==> src/rtl/ace_pkg.sv <==
// Shared constants and the state encoding used by the .ACE snapshot encoder and its flush unit.
package ace_pkg;

   localparam logic [7:0] ACE_ESC     = 8'hED;
   localparam logic [7:0] ACE_MAX_RUN = 8'd255;

   typedef enum logic [3:0] {
      ST_IDLE,
      ST_FETCH,
      ST_WAIT,
      ST_SCAN,
      ST_FLUSH_ESC,
      ST_FLUSH_CNT,
      ST_FLUSH_BYTE,
      ST_FLUSH_LIT,
      ST_TERM_ESC,
      ST_TERM_ZERO,
      ST_DONE
   } enc_state_t;

endpackage

==> src/rtl/ace_run_flush.sv <==
// Emits one run (escape triple or repeated literal) or the ED 00 terminator over a valid/ready port.
// Handshake: a byte transfers on any clk_sys edge where out_valid && out_ready; out_data is held until then.
module ace_run_flush
   import ace_pkg::*;
#(
   parameter int MIN_RUN = 3
) (
   input  logic       clk_sys,
   input  logic       reset_n,
   input  logic       flush_start,
   input  logic       term,
   input  logic [7:0] run_byte,
   input  logic [7:0] run_len,
   input  logic       out_ready,
   output logic [7:0] out_data,
   output logic       out_valid,
   output logic       flush_done,
   output logic [3:0] flush_state
);

   enc_state_t state, state_nxt;
   logic [7:0] lit_cnt, lit_cnt_nxt;
   logic       use_triple;

   // An escape byte can never travel as a literal, whatever its run length.
   assign use_triple  = (run_len >= 8'(MIN_RUN)) || (run_byte == ACE_ESC);
   assign flush_state = state;

   always_ff @(posedge clk_sys) begin
      if (!reset_n) begin
         state   <= ST_IDLE;
         lit_cnt <= 8'd0;
      end else begin
         state   <= state_nxt;
         lit_cnt <= lit_cnt_nxt;
      end
   end

   always_comb begin
      state_nxt   = state;
      lit_cnt_nxt = lit_cnt;
      out_data    = 8'h00;
      out_valid   = 1'b0;
      flush_done  = 1'b0;
      unique case (state)
         ST_IDLE: begin
            if (flush_start) begin
               if (term)            state_nxt = ST_TERM_ESC;
               else if (use_triple) state_nxt = ST_FLUSH_ESC;
               else begin
                  state_nxt   = ST_FLUSH_LIT;
                  lit_cnt_nxt = run_len;
               end
            end
         end
         ST_FLUSH_ESC: begin
            out_valid = 1'b1;
            out_data  = ACE_ESC;
            if (out_ready) state_nxt = ST_FLUSH_CNT;
         end
         ST_FLUSH_CNT: begin
            out_valid = 1'b1;
            out_data  = run_len;
            if (out_ready) state_nxt = ST_FLUSH_BYTE;
         end
         ST_FLUSH_BYTE: begin
            out_valid = 1'b1;
            out_data  = run_byte;
            if (out_ready) begin
               state_nxt  = ST_IDLE;
               flush_done = 1'b1;
            end
         end
         ST_FLUSH_LIT: begin
            out_valid = 1'b1;
            out_data  = run_byte;
            if (out_ready) begin
               if (lit_cnt == 8'd1) begin
                  state_nxt  = ST_IDLE;
                  flush_done = 1'b1;
               end else begin
                  lit_cnt_nxt = lit_cnt - 8'd1;
               end
            end
         end
         ST_TERM_ESC: begin
            out_valid = 1'b1;
            out_data  = ACE_ESC;
            if (out_ready) state_nxt = ST_TERM_ZERO;
         end
         ST_TERM_ZERO: begin
            out_valid = 1'b1;
            out_data  = 8'h00;
            if (out_ready) begin
               state_nxt  = ST_IDLE;
               flush_done = 1'b1;
            end
         end
         default: state_nxt = ST_IDLE;
      endcase
   end

endmodule

==> src/rtl/ace_snapshot_encoder.sv <==
// Streams Ace RAM [START_ADDR..END_ADDR] as a .ACE byte stream terminated by ED 00.
// Build option ACE_RLE_EN: defined = run accumulation; undefined = every byte goes out on its own.
module ace_snapshot_encoder
   import ace_pkg::*;
#(
   parameter logic [15:0] START_ADDR = 16'h2000,
   parameter logic [15:0] END_ADDR   = 16'hFFFF,
   parameter int          MIN_RUN    = 3
) (
   input  logic        clk_sys,
   input  logic        reset_n,
   input  logic        start,
   output logic        busy,
   output logic        done,
   output logic [15:0] mem_addr,
   output logic        mem_rd,
   input  logic [7:0]  mem_data,
   output logic [7:0]  out_data,
   output logic        out_valid,
   input  logic        out_ready,
   output logic [3:0]  dbg_state
);

   enc_state_t state, state_nxt;
   logic       last_q;       // END_ADDR has been read; mem_addr never steps past it
   logic [7:0] run_byte;
   logic [7:0] run_len_w;
   logic       flush_start;
   logic       flush_done;
   logic [3:0] flush_state;

`ifdef ACE_RLE_EN
   logic [7:0] data_q;
   logic [7:0] run_len;
   logic       run_valid;
   logic       final_q;      // the flush in progress carries the last byte of memory
   logic       run_match;

   assign run_match = (data_q == run_byte) && (run_len != ACE_MAX_RUN);
   assign run_len_w = run_len;
`else
   assign run_len_w = 8'd1;
`endif

   assign mem_rd      = (state == ST_FETCH);
   assign busy        = (state != ST_IDLE) && (state != ST_DONE);
   assign done        = (state == ST_DONE);
   assign flush_start = (state == ST_FLUSH_ESC) || (state == ST_TERM_ESC);
   assign dbg_state   = (flush_state != ST_IDLE) ? flush_state : state;

   always_ff @(posedge clk_sys) begin
      if (!reset_n) begin
         state     <= ST_IDLE;
         mem_addr  <= START_ADDR;
         last_q    <= 1'b0;
         run_byte  <= 8'h00;
`ifdef ACE_RLE_EN
         data_q    <= 8'h00;
         run_len   <= 8'd0;
         run_valid <= 1'b0;
         final_q   <= 1'b0;
`endif
      end else begin
         state <= state_nxt;
         case (state)
            ST_IDLE: begin
               if (start) begin
                  mem_addr  <= START_ADDR;
                  last_q    <= 1'b0;
`ifdef ACE_RLE_EN
                  run_valid <= 1'b0;
                  final_q   <= 1'b0;
`endif
               end
            end
            ST_FETCH: begin
               if (mem_addr == END_ADDR) last_q <= 1'b1;
               else                      mem_addr <= mem_addr + 16'd1;
            end
`ifdef ACE_RLE_EN
            ST_WAIT: data_q <= mem_data;
            ST_SCAN: begin
               if (!run_valid) begin
                  run_byte  <= data_q;
                  run_len   <= 8'd1;
                  run_valid <= 1'b1;
                  final_q   <= last_q;
               end else if (run_match) begin
                  run_len <= run_len + 8'd1;
                  final_q <= last_q;
               end
            end
            ST_FLUSH_ESC: if (flush_done) run_valid <= 1'b0;
`else
            ST_WAIT: run_byte <= mem_data;
`endif
            default: ;
         endcase
      end
   end

   always_comb begin
      state_nxt = state;
      unique case (state)
         ST_IDLE:  if (start) state_nxt = ST_FETCH;
         ST_FETCH: state_nxt = ST_WAIT;
`ifdef ACE_RLE_EN
         ST_WAIT:  state_nxt = ST_SCAN;
         // A mismatch flushes the old run and comes back here to seed with the held byte.
         ST_SCAN: begin
            if (run_valid && !run_match) state_nxt = ST_FLUSH_ESC;
            else if (last_q)             state_nxt = ST_FLUSH_ESC;
            else                         state_nxt = ST_FETCH;
         end
         ST_FLUSH_ESC: if (flush_done) state_nxt = final_q ? ST_TERM_ESC : ST_SCAN;
`else
         ST_WAIT:  state_nxt = ST_FLUSH_ESC;
         ST_FLUSH_ESC: if (flush_done) state_nxt = last_q ? ST_TERM_ESC : ST_FETCH;
`endif
         ST_TERM_ESC: if (flush_done) state_nxt = ST_DONE;
         ST_DONE:  state_nxt = ST_IDLE;
         default:  state_nxt = ST_IDLE;
      endcase
   end

   ace_run_flush #(
      .MIN_RUN (MIN_RUN)
   ) u_flush (
      .clk_sys     (clk_sys),
      .reset_n     (reset_n),
      .flush_start (flush_start),
      .term        (state == ST_TERM_ESC),
      .run_byte    (run_byte),
      .run_len     (run_len_w),
      .out_ready   (out_ready),
      .out_data    (out_data),
      .out_valid   (out_valid),
      .flush_done  (flush_done),
      .flush_state (flush_state)
   );

endmodule
==> config.mk <==
export PLATFORM = sky130hd
export DESIGN_NAME = ace_snapshot_encoder
export DESIGN_NICKNAME = d
export VERILOG_FILES = /design/src/rtl/ace_pkg.sv /design/src/rtl/ace_run_flush.sv /design/src/rtl/ace_snapshot_encoder.sv
export SDC_FILE = /design/constraint.sdc
export NUM_CORES = 1
export LEC_CHECK = 0
export ABC_AREA = 1
export BUFFER_PORTS_ARGS = -buffer_cell sky130_fd_sc_hd__buf_2
export CAP_MARGIN = 20
export CORE_ASPECT_RATIO = 1.2
export CORE_MARGIN = 10
export CORE_UTILIZATION = 60
export CTS_CLUSTER_SIZE = 8
export DETAILED_ROUTE_END_ITERATION = 8
export GPL_TIMING_DRIVEN = 1
export PLACE_DENSITY = 0.85
export SYNTH_ARGS = -nofsm -noshare
export SYNTH_HDL_FRONTEND = slang
export SYNTH_SLANG_ARGS = --single-unit
==> constraint.sdc <==
create_clock -name clk_sys -period 3.15 [get_ports clk_sys]
set_clock_uncertainty 0.05 [all_clocks]
set_input_delay 0.63 -clock clk_sys [delete_from_list [all_inputs] [get_ports clk_sys]]
set_output_delay 0.63 -clock clk_sys [all_outputs]
set_load 0.03 [all_outputs]
==> summary.md <==
| Metric | Value |
|---|---|
| Syn Nets | `420` |
| Setup crit start kind | `register` |
| Final setup viols | `0` |
| Die Ht | `91.3 um` |
| Max-slew headroom | `0.474` |
| Tmin final | `2290 ps` |
| LEAKAGE | `1.29 nW` |
| PortBufs | `43` |
| Crit path largest cell delay | `500 ps` |
| Area grow syn2layout | `13.1%` |
| Largest net degree at the start of global routing | `25` |
| Remaining Overflow, GRT | `0` |
| Status | `complete, no violations` |
| Seq/Total Area, Yosys | `0.323` |
| Top post-synthesis cells by area | `dfxtp_1 (32%), nand2_1 (18%), nor2_1 (9.7%)` |
| Most instantiated cells after synthesis | `nand2_1 (119), nor2_1 (66), dfxtp_1 (41)` |
| Initial antenna violation count | `0` |
| # IOs | `44` |
| RD Place Congestion | `0.869` |
| Number of hold violations in the final report | `0` |
| Critical Path Slowest Stage Cell | `o21ai_0` |
| Hold Path Class | `register to register` |
| Cell family with most CP delay | `compound AO/OA/AOI/OAI gates` |
| Clk root buf | `clkbuf_8` |
| Main synth FF type | `dfxtp_1` |
| Max-slew violations | `0` |
| Final nets | `463` |
| Fmax | `436 MHz` |
| Starting Density | `0.635` |
| Layout cells sized above 1 | `0.170` |
| Hpwl dp | `4770 um` |
| Vias | `2673` |
| Post-Syn Area per Cell | `6.27 um2` |
| Tot Pwr | `2.15 mW` |
| Kind of critical path | `register to primary output` |
| CTS tree | `built` |
| Synthesis Warnings | `0` |
| Footprint of the multi-input gates | `0.00152 mm2` |
| Worst-Margin Slew | `789 ps` |
| Crit end category | `primary output` |
| CTS Sinks | `41` |
| Pwr Density | `748 mW/mm2` |
| # rows | `25` |
| Register area | `821 um2` |
| Arrival time of the worst setup path | `1610 ps` |
| ANT cells | `0` |
| Post-Syn Area | `0.00254 mm2` |
| Core area | `0.00400 mm2` |
| Setup tns final | `0 ps` |
| Unrepaired setup endpoints after global routing | `no` |
| Resize count post-CTS | `0` |
| Iter 0 DRT Violations | `178` |
| Cell accounting for the most synthesized area | `dfxtp_1` |
| Fillers | `381` |
| Worst-path cell chain | `inv_1 > nor2_1 > o21ai_0 > nand2_1 > buf_2` |
| Max-Cap Viols | `0` |
| Critical path peak fanout | `6` |
| Vias in the first global route | `2541` |
| Async S/R FF share, synth | `0` |
| Req. time, crit path | `2470 ps` |
| First-pass GRT wire length | `10800 um` |
| Cells after Synth | `405` |
| Residual DRC | `0` |
| WP buf/inv | `2` |
| Htree depth | `2` |
| Clk pin slew, worst setup/hold paths | `80 ps` |
| Max VDD drop | `400 uV` |
| Tot GR Track Use | `0.177` |
| Die width | `79.4 um` |
| Crit share post-route | `0.727` |
| Post-Route WL | `6320 um` |
| Hold_buf cts | `0` |
| Synth Register Bits | `41` |
| Post-synth EDFFs | `0` |
| Setup Buffers After CTS | `0` |
| TritonCTS Buffers | `5` |
| WL/cell | `12.6 um` |
| Clock Path Buffers | `2` |
| Die Footprint | `0.00725 mm2` |
| Avg Vias per Cell | `5.32` |
| Cell variety after synth | `32` |
| Antenna viol nets, final | `0` |
| TritonRoute pass-1 iters | `4` |
| Yosys top cell area share | `0.323` |
| Worst skew pair latency | `290 ps` |
| Most common cell in the netlist | `nand2_1` |
## flip-flops by register name, indices dropped and copies added, names as in the netlist
signal               flops
u_flush.flush_state      4
u_flush.lit_cnt          8
mem_addr                16
state                    4
last_q                   1
run_byte                 8
## report_power, final
group / switching, mW / leakage (nW) / internal (mW) / total [mW]
combinational: 0.765 / 0.901 / 0.308 / 1.07
sequential: 0.0793 / 0.333 / 0.586 / 0.665
clock: 0.181 / 0.0540 / 0.230 / 0.411
total: 1.02 / 1.29 / 1.12 / 2.15
## area by class of cell
cell class / instances / share of cell area
clock inverters: 2 / 0.0122
flip-flops and latches: 41 / 0.286
multi-input cells: 318 / 0.528
clock buffers: 5 / 0.0239
repair buffers: 43 / 0.0749
inverters: 39 / 0.0518
well taps: 54 / 0.0235
## worst reg2reg max path, delay by kind of cell (launching register included)
family	cells	cell delay [ps]
simple gates	7	730
flops	1	440
fa+ha+maj	1	280
compound gates	2	280
## cell usage in the layout, fill, tap and decap left out, drive strengths merged
| cell | netlist | layout |
|---|---|---|
| nand4 | 6 | 6 |
| clkbuf | 3 | 5 |
| dfxtp | 41 | 41 |
| nor2 | 72 | 72 |
| ha | 3 | 3 |
| clkinv | 2 | 3 |
| xor2 | 5 | 5 |
| nor3 | 3 | 3 |
| o211ai | 1 | 1 |
| or2 | 4 | 4 |
| a31o | 1 | 1 |
| bufinv | 0 | 1 |
| inv | 37 | 37 |
| o21ai | 25 | 25 |
| buf | 4 | 43 |
| a21oi | 30 | 30 |
| nand3b | 2 | 2 |
| nand2 | 124 | 124 |
| o21bai | 3 | 3 |
| nand3 | 37 | 37 |
| xnor2 | 2 | 2 |
## layer usage
metal  wire length (um)  vias up  track usage
met1               2730     1221        0.191
met5                  0        -            0
met4                 66        0       0.0569
met2               3240       60        0.322
met3                288        9       0.0464
li1                   -     1383            -
## metrics by stage
step	std cells	utilization	worst slack [ps]	hold slack, ps	area (um2)
after CTS	502	0.718	857	426	2870
after floorplan	405	-	959	392	2540
after detailed placement	495	0.692	1180	415	2770
after global routing	502	0.718	658	470	2870
after global placement	495	0.692	1220	410	2770
final	502	0.718	859	430	2870
## cell families after synthesis
logic type      after synthesis  share of synthesized area
compound gates               60                      0.129
xor+xnor                      7                     0.0241
fa+ha+maj                     3                     0.0148
buf+inv                      46                     0.0798
flops                        41                      0.323
simple gates                248                      0.429
## worst paths after layout
kind	from	end	slack, ps	depth (start not counted)
worst max register to register	mem_addr[0]	mem_addr[1]	1250	10
worst min register to register	u_flush.lit_cnt[6]	u_flush.lit_cnt[6]	430	2
worst min-delay path	u_flush.lit_cnt[6]	u_flush.lit_cnt[6]	430	2
worst max-delay path	u_flush.flush_state[3]	out_data[7]	860	5
No activity file was read; power rests on OpenSTA's default activity.
